===== src/rtl/sig_debouncer.sv =====
// sig_debouncer: synchronises one asynchronous level input and commits a new
// level only after it has been seen for STABLE_CYCLES consecutive samples.
// Transitions that are abandoned before qualifying are counted in a
// saturating diagnostic counter.
module sig_debouncer #(
    parameter int SYNC_STAGES   = 2,
    parameter int STABLE_CYCLES = 16,
    parameter int GLITCH_W      = 8
) (
    input  logic                clk,
    input  logic                rst,
    input  logic                sig_in,
    input  logic                glitch_clr,
    output logic                sig_out,
    output logic                busy,
    output logic [GLITCH_W-1:0] glitch_cnt
);

    localparam int CNT_W = $clog2(STABLE_CYCLES + 1);
    localparam logic [CNT_W-1:0] CNT_LAST = CNT_W'(STABLE_CYCLES);
    localparam logic [CNT_W-1:0] CNT_ONE  = CNT_W'(1);
    localparam logic [CNT_W-1:0] CNT_ZERO = '0;
    localparam logic [GLITCH_W-1:0] GLITCH_MAX = '1;

    typedef enum logic [1:0] {
        STABLE_LO = 2'd0,
        WAIT_HI   = 2'd1,
        STABLE_HI = 2'd2,
        WAIT_LO   = 2'd3
    } state_t;

    logic [SYNC_STAGES-1:0] r_sync;
    logic                   w_sig_sync;

    state_t                 r_state;
    state_t                 w_state_next;
    logic [CNT_W-1:0]       r_cnt;
    logic [CNT_W-1:0]       w_cnt_next;
    logic [CNT_W-1:0]       w_cnt_inc;
    logic                   r_sig_out;
    logic                   w_sig_out_next;
    logic                   w_glitch;
    logic [GLITCH_W-1:0]    r_glitch_cnt;

    // Synchroniser chain: s[0] captures the raw pin, the last stage feeds the FSM.
    always_ff @(posedge clk or negedge rst) begin
        if (!rst) begin
            r_sync <= '0;
        end else begin
            r_sync <= {r_sync[SYNC_STAGES-2:0], sig_in};
        end
    end

    assign w_sig_sync = r_sync[SYNC_STAGES-1];
    assign w_cnt_inc  = r_cnt + CNT_ONE;

    // State register together with the qualification counter and the level flop.
    always_ff @(posedge clk or negedge rst) begin
        if (!rst) begin
            r_state   <= STABLE_LO;
            r_cnt     <= CNT_ZERO;
            r_sig_out <= 1'b0;
        end else begin
            r_state   <= w_state_next;
            r_cnt     <= w_cnt_next;
            r_sig_out <= w_sig_out_next;
        end
    end

    // Next-state logic: qualify a candidate level, commit it or abort as a glitch.
    always_comb begin
        w_state_next   = r_state;
        w_cnt_next     = r_cnt;
        w_sig_out_next = r_sig_out;
        w_glitch       = 1'b0;
        case (r_state)
            STABLE_LO: begin
                if (w_sig_sync) begin
                    if (STABLE_CYCLES == 1) begin
                        w_state_next   = STABLE_HI;
                        w_sig_out_next = 1'b1;
                        w_cnt_next     = CNT_ZERO;
                    end else begin
                        w_state_next = WAIT_HI;
                        w_cnt_next   = CNT_ONE;
                    end
                end
            end
            WAIT_HI: begin
                if (w_sig_sync) begin
                    if (w_cnt_inc == CNT_LAST) begin
                        w_state_next   = STABLE_HI;
                        w_sig_out_next = 1'b1;
                        w_cnt_next     = CNT_ZERO;
                    end else begin
                        w_cnt_next = w_cnt_inc;
                    end
                end else begin
                    w_state_next = STABLE_LO;
                    w_cnt_next   = CNT_ZERO;
                    w_glitch     = 1'b1;
                end
            end
            STABLE_HI: begin
                if (!w_sig_sync) begin
                    if (STABLE_CYCLES == 1) begin
                        w_state_next   = STABLE_LO;
                        w_sig_out_next = 1'b0;
                        w_cnt_next     = CNT_ZERO;
                    end else begin
                        w_state_next = WAIT_LO;
                        w_cnt_next   = CNT_ONE;
                    end
                end
            end
            WAIT_LO: begin
                if (!w_sig_sync) begin
                    if (w_cnt_inc == CNT_LAST) begin
                        w_state_next   = STABLE_LO;
                        w_sig_out_next = 1'b0;
                        w_cnt_next     = CNT_ZERO;
                    end else begin
                        w_cnt_next = w_cnt_inc;
                    end
                end else begin
                    w_state_next = STABLE_HI;
                    w_cnt_next   = CNT_ZERO;
                    w_glitch     = 1'b1;
                end
            end
            default: begin
                w_state_next   = STABLE_LO;
                w_cnt_next     = CNT_ZERO;
                w_sig_out_next = 1'b0;
            end
        endcase
    end

    // Output decode: busy comes from the state register alone.
    always_comb begin
        busy    = (r_state == WAIT_HI) || (r_state == WAIT_LO);
        sig_out = r_sig_out;
    end

    // Saturating glitch counter; a clear in the same cycle as an abort wins.
    always_ff @(posedge clk or negedge rst) begin
        if (!rst) begin
            r_glitch_cnt <= '0;
        end else if (glitch_clr) begin
            r_glitch_cnt <= '0;
        end else if (w_glitch && (r_glitch_cnt != GLITCH_MAX)) begin
            r_glitch_cnt <= r_glitch_cnt + 1'b1;
        end
    end

    assign glitch_cnt = r_glitch_cnt;

endmodule


===== config.mk =====
export PLATFORM = sky130hd
export DESIGN_NAME = sig_debouncer
export DESIGN_NICKNAME = d
export VERILOG_FILES = /design/src/rtl/sig_debouncer.sv
export SDC_FILE = /design/constraint.sdc
export NUM_CORES = 1
export LEC_CHECK = 0
export BUFFER_PORTS_ARGS = -buffer_cell sky130_fd_sc_hd__buf_2
export CAP_MARGIN = 10
export CORE_MARGIN = 2
export CORE_UTILIZATION = 53
export CTS_CLUSTER_SIZE = 16
export DETAILED_ROUTE_END_ITERATION = 7
export GPL_TIMING_DRIVEN = 0
export HOLD_SLACK_MARGIN = 0.1
export PLACE_DENSITY = 0.75
export SLEW_MARGIN = 15
export SYNTH_ARGS = -nofsm -noshare
export SYNTH_HDL_FRONTEND = slang
export SYNTH_SLANG_ARGS = --single-unit

===== constraint.sdc =====
create_clock -name clk -period 2 [get_ports clk]
set_clock_uncertainty 0.2 [all_clocks]
set_input_delay 0.6 -clock clk [delete_from_list [all_inputs] [get_ports clk]]
set_output_delay 0.6 -clock clk [all_outputs]
set_load 0.05 [all_outputs]

==> results_tabular.tex, run 1 <==
\begin{tabular}{lr}
\hline
Metric & Value \\
\hline
\multicolumn{2}{l}{\textbf{Run status}} \\
\quad Result of the run & finished clean \\
\multicolumn{2}{l}{\textbf{Critical path}} \\
\quad First element of the critical path & glitch\_cnt[0] \\
\quad Type of element capturing the critical path & register \\
\quad Top Family by Delay on Critical Path & simple AND/OR/NAND/NOR gates \\
\quad Critical Path, Cell by Cell & ha\_1 -> nand3\_1 -> o211ai\_2 -> or4\_1 -> a21oi\_1 \\
\quad Worst Path Arrival & between 1.5 and 2 ns \\
\quad Biggest cell delay along the critical path & 0.52 ns \\
\quad Type of the worst setup path & register to register \\
\quad Reg-to-Reg Start & glitch\_cnt[0] \\
\quad Worst-path cell with the longest stage delay & or4\_1 \\
\quad CP Data Required Time & between 2 and 2.5 ns \\
\quad Count of buffer and inverter cells on the critical path & 0 \\
\quad Crit Path Max Fanout & 8 \\
\quad Element type at the critical path start & register \\
\multicolumn{2}{l}{\textbf{Clock tree}} \\
\quad Number of sinks driven by the clock tree & 18 \\
\quad TritonCTS clock tree & yes \\
\quad Number of buffers created by CTS & 3 \\
\quad Buffer depth of the longest clock path & 2 \\
\quad Clock latency on the worst-skew pair & 0.29 ns \\
\quad H-tree depth reported by CTS & 1 \\
\quad Post CTS Setup Buffer Count & 0 \\
\quad Root buffer cell & clkbuf\_4 \\
\quad Clock transition at the register clock pins on the worst setup and hold paths after CTS & about 0.11 ns \\
\multicolumn{2}{l}{\textbf{Global route}} \\
\quad Number of antenna violations at the first check in global routing & 0 \\
\quad GRT Overall Usage & between 10\% and 20\% \\
\quad Pin count of the biggest net entering global routing & 19 \\
\quad Aggregate global routing overflow & 0 \\
\quad Wire length of the first global-routing pass & 2790 um \\
\quad Vias in the first global route & 676 \\
\multicolumn{2}{l}{\textbf{Floorplanning}} \\
\quad Core ar. & 1540 sq um \\
\quad \# rows & 14 \\
\quad Initial core utilization & 57.8\% \\
\quad DIE WIDTH & 45 um \\
\quad Die Y-Extent & 45 um \\
\quad IO Count & 14 \\
\quad Area enclosed by the die boundary & 2030 sq um \\
\multicolumn{2}{l}{\textbf{Synth}} \\
\quad Register area share after synthesis & about half \\
\quad Synthesized area & 891 sq um \\
\quad Post-synth EDFFs & 0 \\
\quad Prevailing post-synth register cell & dfrtp\_1 \\
\quad Register bit count reported by yosys & 18 \\
\quad Instance count of the mapped netlist & 91 \\
\quad Synth cell types & 30 \\
\quad FFs w/ async S/R, synth & 100\% \\
\quad Yosys warning count & 0 \\
\quad Average cell area after synthesis & roughly 9.8 sq um \\
\quad Net count after synthesis & 97 \\
\multicolumn{2}{l}{\textbf{Flow run}} \\
\quad \# Max-Cap Violations & 0 \\
\multicolumn{2}{l}{\textbf{Detailed routing}} \\
\quad Vias per Instance & 5.79 \\
\quad First drt pass iteration count & 4 \\
\quad Number of nets with antenna violations after routing & 0 \\
\quad Post-detailed-routing wire length & 1650 um \\
\quad Detailed-route DRC error count & 0 \\
\quad Drt wl/cell & 13.3 um \\
\quad Overall via count from detail\_route & 718 \\
\quad Starting DRT DRC Count & 6 \\
\multicolumn{2}{l}{\textbf{Placed design}} \\
\quad Number of port buffers & 12 \\
\quad Placed instance area & between 900 and 1000 sq um \\
\quad Placed wire-length estimate after detailed placement & about 1200 um \\
\quad Global placement routability congestion & about 0.76 \\
\multicolumn{2}{l}{\textbf{Finish}} \\
\quad Area of the multi-input gates & 415 sq um \\
\quad Most common cell after layout, fill and taps aside & dfrtp\_1 \\
\quad Count of inserted antenna diode cells & 0 \\
\quad Flip-flop and latch area & 455 sq um \\
\quad Most used cells in the layout excluding fill and tap cells & 14 x dfrtp\_1, 12 x buf\_2, 10 x nand2\_1 \\
\quad Final net count & between 100 and 150 \\
\quad Proportion of layout cells with a drive suffix above 1 & 23.1\% \\
\quad Fill cell instance count of the final layout & between 100 and 150 \\
\quad Area grow syn2layout & 15.7\% \\
\quad End-of-flow core utilization & approximately two thirds \\
\quad Final Cell Area & 1030 sq um \\
\multicolumn{2}{l}{\textbf{Pwr}} \\
\quad Net Switching & 176 uW \\
\quad Seq pwr share & 56.9\% \\
\quad Highest ir drop seen on vdd & 0.000485 V \\
\quad Total power per unit cell area & approximately 660 nW/um\^{}2 \\
\quad Internal & 510 uW \\
\quad Leakage dissipation & approximately 0.00047 uW \\
\quad Sw Ratio & 25.6\% \\
\quad Total Power & 686 uW \\
\quad Clock share of power & roughly a third \\
\quad Gate power share & 9.8\% \\
\multicolumn{2}{l}{\textbf{Timing}} \\
\quad Number of failing setup endpoints in the final timing report & 0 \\
\quad Max Slew Vio Count & 0 \\
\quad Final-report hold violation count & 0 \\
\quad Final Cycle Share & 95.3\% \\
\quad Maximum clock frequency & 0.525 GHz \\
\quad Post-Route Hold Slack & between 0.15 and 0.2 ns \\
\quad Shortest period the worst path allows & approximately 1.9 ns \\
\quad Unrepaired setup endpoints after global routing & false \\
\quad Slew HR & 73.3\% \\
\quad Setup total negative slack & 0 ns \\
\quad Transition at the pin with the smallest max-transition slack & 0.400 ns \\
\multicolumn{2}{l}{\textbf{Worst hold path}} \\
\quad Hold Crit Class & register to register \\
\quad Startpoint of the tightest hold check path & r\_sync[0] \\
\hline
\end{tabular}
[worst register-to-register path, cell delays in order, from the launching register on]
cell,delay [ns]
dfrtp_2,0.45
ha_1,0.24
nand3_1,0.09
o211ai_2,0.18
or4_1,0.52
a21oi_1,0.16
[state kept, by name, summed over array words and instances, names as in the netlist, named ones only]
register,count
r_sync,2
r_state,1
r_cnt,5
glitch_cnt,8
sig_out,1
[logic make-up (layout without fill, tap and decap cells)]
| family | count (synthesis) | count (layout) | share of synthesized area [%] |
|---|---|---|---|
| AND/OR/NAND/NOR | 34 | 34 | 19.9 |
| AO/OA/AOI/OAI | 22 | 22 | 15.9 |
| flip-flops | 18 | 18 | 50.6 |
| buffers and inverters | 8 | 25 | 3.51 |
| XOR/XNOR | 5 | 5 | 4.92 |
| adder cells (fa/ha/maj) | 2 | 2 | 2.81 |
| multiplexers | 2 | 2 | 2.39 |
[cell usage after synthesis (2+ instances only)]
| cell type | instances | area share, % |
|---|---|---|
| dfrtp_1 | 18 | 51 |
| nand2_1 | 10 | 4.2 |
| o21ai_0 | 6 | 3.4 |
| a21oi_1 | 5 | 2.8 |
| nand3_1 | 5 | 2.8 |
| nor2_1 | 5 | 2.1 |
| inv_1 | 4 | 1.7 |
| o22ai_1 | 3 | 2.1 |
| o31ai_1 | 3 | 2.5 |
| or3_1 | 3 | 2.1 |
| xor2_1 | 3 | 2.9 |
| and2_1 | 2 | 1.4 |
| clkbuf_1 | 2 | 0.84 |
| ha_1 | 2 | 2.8 |
| nand2b_1 | 2 | 1.4 |
| nor2b_1 | 2 | 1.4 |
| or4_1 | 2 | 1.7 |
| xnor2_1 | 2 | 2.0 |
[metrics by stage]
step	cells	setup WS [ns]
2_1_floorplan	91	0.00262
3_3_place_gp	119	0.124
3_5_place_dp	119	0.0961
4_1_cts	124	0.0735
5_1_grt	124	0.0182
6_report	124	0.0936
[timing repair]
action | CTS | global route
hold buffers | 1 | 0
gates resized for setup | 0 | 3
setup endpoints to repair | 0 | 2
hold endpoints to repair | 18 | 0
[power groups by stage]
stage	Combinational (uW)	Sequential [uW]	Clock [uW]
6_report	67.5	390	228
5_1_grt	76.3	393	246
4_1_cts	67.2	390	229
3_5_place_dp	65.5	397	0
3_3_place_gp	63.5	396	0
2_1_floorplan	37.0	403	0
[worst paths after layout]
kind / end / cells past startpoint / slack [ns]
min in group asynchronous: r_cnt[4] / 2 / 0.55
worst max-delay path: glitch_cnt[7] / 5 / 0.09
max in group asynchronous: glitch_cnt[3] / 2 / 0.75
worst min register to register: r_sync[1] / 0 / 0.16
worst max register to register: glitch_cnt[7] / 5 / 0.09
worst min-delay path: r_sync[1] / 0 / 0.16
[cell type report]
cell class / instances / area share (%)
well taps: 16 / 1.94
flip-flops and latches: 18 / 44.2
inverters: 4 / 1.46
plain buffers: 4 / 1.82
repair buffers: 13 / 6.80
multi-input cells: 65 / 40.3
clock buffers: 4 / 3.52
[per-layer routing]
| layer | wire [um] | vias to the layer above | GRT usage, % |
|---|---|---|---|
| met5 | 0 | - | 0 |
| met2 | 758 | 16 | 30.0 |
| met3 | 60 | 5 | 3.60 |
| met1 | 795 | 341 | 25.7 |
| li1 | - | 356 | - |
| met4 | 30 | 0 | 8.82 |
(Power assumes the default switching activity.)
==> run 2, diff against run 1 <==
--- a/config.mk
+++ b/config.mk
@@ -7,14 +7,16 @@
 export LEC_CHECK = 0
 export BUFFER_PORTS_ARGS = -buffer_cell sky130_fd_sc_hd__buf_2
 export CAP_MARGIN = 10
+export CELL_PAD_IN_SITES_DETAIL_PLACEMENT = 1
+export CELL_PAD_IN_SITES_GLOBAL_PLACEMENT = 1
 export CORE_MARGIN = 2
-export CORE_UTILIZATION = 53
+export CORE_UTILIZATION = 41
 export CTS_CLUSTER_SIZE = 16
 export DETAILED_ROUTE_END_ITERATION = 7
 export GPL_TIMING_DRIVEN = 0
 export HOLD_SLACK_MARGIN = 0.1
-export PLACE_DENSITY = 0.75
-export SLEW_MARGIN = 15
+export PLACE_DENSITY_LB_ADDON = 0.1
+export SLEW_MARGIN = 20
 export SYNTH_ARGS = -nofsm -noshare
 export SYNTH_HDL_FRONTEND = slang
 export SYNTH_SLANG_ARGS = --single-unit
==> run 2 against run 1 <==
Effect of this change:
- sequential power is essentially flat
- clock power down 21%
- combinational power rose by 2%
- cell count rose by 8.1%
- die area up 27%
- first-iteration DRC count rose by 50%
- register-to-register slack about the same
- global-route usage shrank 2.1 points
- cell area grew 0.12%
- total power is 6.6% lower
- hold slack gained 0.023 ns
- setup slack worse by 0.0028 ns
==> results_tabular.tex, run 2 (synthesis gave the netlist of run 1 again) <==
\begin{tabular}{lr}
\hline
Metric & Value \\
\hline
\multicolumn{2}{l}{\textbf{Finish}} \\
\quad Flip-flop count of the largest register after layout & 8 (unchanged) \\
\quad Final Cell Area & 1030 sq um (+0.12\%) \\
\quad Final net count & 115 (unchanged) \\
\quad Proportion of layout cells with a drive suffix above 1 & 22.4\% (-0.72 points) \\
\quad Most common cell after layout, fill and taps aside & dfrtp\_1 \\
\quad Area grow syn2layout & 15.9\% \\
\quad Most used cells in the layout excluding fill and tap cells & 14 x dfrtp\_1, 12 x buf\_2, 10 x nand2\_1 \\
\quad Count of inserted antenna diode cells & 0 (unchanged) \\
\quad Fill cell instance count of the final layout & 241 (+91\%) \\
\multicolumn{2}{l}{\textbf{Placed design}} \\
\quad Placed instance area & 990 sq um (+1.4\%) \\
\quad Global placement routability congestion & 0.745 (-2.3\%) \\
\quad Placed wire-length estimate after detailed placement & 1420 um (+19\%) \\
\quad Number of port buffers & 12 (unchanged) \\
\multicolumn{2}{l}{\textbf{Critical path}} \\
\quad Worst Path Arrival & 1.93 ns (about the same) \\
\quad Type of element capturing the critical path & register \\
\quad Crit Path Max Fanout & 8 (unchanged) \\
\quad Element type at the critical path start & register \\
\quad CP Data Required Time & 2.02 ns (about the same) \\
\quad Critical Path, Cell by Cell & ha\_1 -> nand3\_1 -> o211ai\_2 -> or4\_1 -> a21oi\_1 \\
\quad First element of the critical path & glitch\_cnt[0] \\
\quad Worst-path cell with the longest stage delay & or4\_1 \\
\quad Top Family by Delay on Critical Path & simple AND/OR/NAND/NOR gates \\
\quad Reg-to-Reg Start & glitch\_cnt[0] \\
\quad Count of buffer and inverter cells on the critical path & 0 (unchanged) \\
\quad Type of the worst setup path & register to register \\
\quad Biggest cell delay along the critical path & 0.52 ns (about the same) \\
\multicolumn{2}{l}{\textbf{Run status}} \\
\quad Result of the run & finished clean \\
\multicolumn{2}{l}{\textbf{Detailed routing}} \\
\quad Post-detailed-routing wire length & 1910 um (+16\%) \\
\quad Drt wl/cell & 14.3 um (+7.6\%) \\
\quad Vias per Instance & 5.43 (-6.2\%) \\
\quad Number of nets with antenna violations after routing & 0 (unchanged) \\
\quad Overall via count from detail\_route & 728 (+1.4\%) \\
\quad Detailed-route DRC error count & 0 (unchanged) \\
\quad First drt pass iteration count & 4 (unchanged) \\
\quad Starting DRT DRC Count & 9 (+3) \\
\multicolumn{2}{l}{\textbf{Timing}} \\
\quad Unrepaired setup endpoints after global routing & true \\
\quad Slew HR & 72.6\% (-0.71 points) \\
\quad Max Slew Vio Count & 0 (unchanged) \\
\quad Final Cycle Share & 95.5\% (+0.14 points) \\
\quad Shortest period the worst path allows & 1.91 ns (+0.00285 ns) \\
\quad Transition at the pin with the smallest max-transition slack & 0.410 ns (+0.0103 ns) \\
\quad Number of failing setup endpoints in the final timing report & 0 (unchanged) \\
\quad Maximum clock frequency & 0.524 GHz (-0.15\%) \\
\quad Final-report hold violation count & 0 (unchanged) \\
\multicolumn{2}{l}{\textbf{Floorplanning}} \\
\quad Initial core utilization & 44.5\% (-13 points) \\
\quad Core ar. & 2000 sq um (+30\%) \\
\quad Die Y-Extent & 50.6 um (+12\%) \\
\quad \# rows & 16 (+2) \\
\quad IO Count & 14 (unchanged) \\
\quad DIE WIDTH & 50.6 um (+12\%) \\
\quad Area enclosed by the die boundary & 2560 sq um (+27\%) \\
\multicolumn{2}{l}{\textbf{Pwr}} \\
\quad Internal & 469 uW (-7.9\%) \\
\quad Total power per unit cell area & 620 nW/um\^{}2 (-6.7\%) \\
\quad Total Power & 640 uW (-6.6\%) \\
\quad Net Switching & 171 uW (-2.8\%) \\
\quad Leakage dissipation & 0.000464 uW (-0.50\%) \\
\quad Highest ir drop seen on vdd & 0.000367 V (-24\%) \\
\quad Sw Ratio & 26.7\% (+1.0 points) \\
\quad Gate power share & 10.7\% (+0.9 points) \\
\quad Seq pwr share & 61.2\% (+4.3 points) \\
\quad Clock share of power & 28.1\% (-5.1 points) \\
\multicolumn{2}{l}{\textbf{Global route}} \\
\quad Met2 Usage GRT & 28.7\% (-1.3 points) \\
\quad Number of antenna violations at the first check in global routing & 0 (unchanged) \\
\quad Wire length of the first global-routing pass & 3240 um (+16\%) \\
\quad Aggregate global routing overflow & 0 (unchanged) \\
\quad Vias in the first global route & 737 (+9.0\%) \\
\quad GRT met1 Usage & 21.1\% (-4.6 points) \\
\quad Grt met3 use & 6.25\% (+2.7 points) \\
\quad Pin count of the biggest net entering global routing & 19 (unchanged) \\
\quad Layer with the highest usage after global routing & met2 \\
\quad GRT Overall Usage & 17.0\% (-2.1 points) \\
\multicolumn{2}{l}{\textbf{Clock tree}} \\
\quad Buffer depth of the longest clock path & 2 (unchanged) \\
\quad Root buffer cell & clkbuf\_4 \\
\quad H-tree depth reported by CTS & 1 (unchanged) \\
\quad Clock latency on the worst-skew pair & 0.29 ns (about the same) \\
\quad Number of sinks driven by the clock tree & 18 (unchanged) \\
\quad Clock transition at the register clock pins on the worst setup and hold paths after CTS & 0.10 ns (about the same) \\
\quad TritonCTS clock tree & yes \\
\quad Number of buffers created by CTS & 3 (unchanged) \\
\multicolumn{2}{l}{\textbf{Worst hold path}} \\
\quad Startpoint of the tightest hold check path & r\_sync[0] \\
\quad Hold Crit Class & register to register \\
\multicolumn{2}{l}{\textbf{Flow run}} \\
\quad \# Max-Cap Violations & 0 (unchanged) \\
\hline
\end{tabular}
## run 2: area by class of cell
type / instances / area [sq um] / share of cell area, %
sequential: 18 / 455 / 44.1
multi-input combinational: 65 / 417 / 40.4
timing repair buffer: 13 / 70.1 / 6.79
tap: 27 / 33.8 / 3.27
clock buffer: 3 / 22.5 / 2.18
buffer: 4 / 18.8 / 1.82
inverter: 4 / 15.0 / 1.45
## run 2: worst reg2reg max path: cells and delay by family (launching register included)
kind | cells | cell delay, ns
AO/OA/AOI/OAI | 2 | 0.33
adder cells (fa/ha/maj) | 1 | 0.24
flip-flops | 1 | 0.45
AND/OR/NAND/NOR | 2 | 0.61
## run 2: per-stage QoR
stage / setup WS (ns) / setup TNS [ns] / util (%) / hold slack, ns / instances
3_5_place_dp: 0.0179 / 0 / 49.4 / 0.167 / 130
4_1_cts: 0.0296 / 0 / 51.2 / 0.198 / 134
5_1_grt: -0.00911 / -0.00911 / 51.6 / 0.195 / 134
3_3_place_gp: 0.0805 / 0 / 49.4 / 0.148 / 130
2_1_floorplan: 0.00262 / 0 / - / 0.104 / 91
6_report: 0.0908 / 0 / 51.6 / 0.184 / 134
## run 2: worst paths after layout
check                                end  slack, ns  cells past startpoint
setup / recovery           glitch_cnt[7]       0.09                      5
hold / removal                 r_sync[1]       0.18                      0
setup reg to reg           glitch_cnt[7]       0.09                      5
hold reg to reg                r_sync[1]       0.18                      0
max in group asynchronous  glitch_cnt[2]       0.74                      2
min in group asynchronous  glitch_cnt[7]       0.55                      2
## run 2: repair_timing
action,4_1_cts,5_1_grt
buffers inserted,0,0
cloned,0,0
gates resized for setup,1,1
hold buffers,1,0
hold endpoints to repair,18,0
endpoints found under the setup margin,1,3
## run 2: per-layer routing
layer  up-vias  wire, um
met5         -         0
li1        354         -
met4         0         0
met2        11       933
met1       363       903
met3         0        75
## run 2: power by group through the flow
stage | Combinational [uW] | Sequential (uW) | Clock [uW]
2_1_floorplan | 37.0 | 403 | 0
3_5_place_dp | 66.8 | 398 | 0
3_3_place_gp | 65.6 | 397 | 0
4_1_cts | 69.3 | 391 | 185
6_report | 68.6 | 391 | 180
5_1_grt | 77.3 | 393 | 205
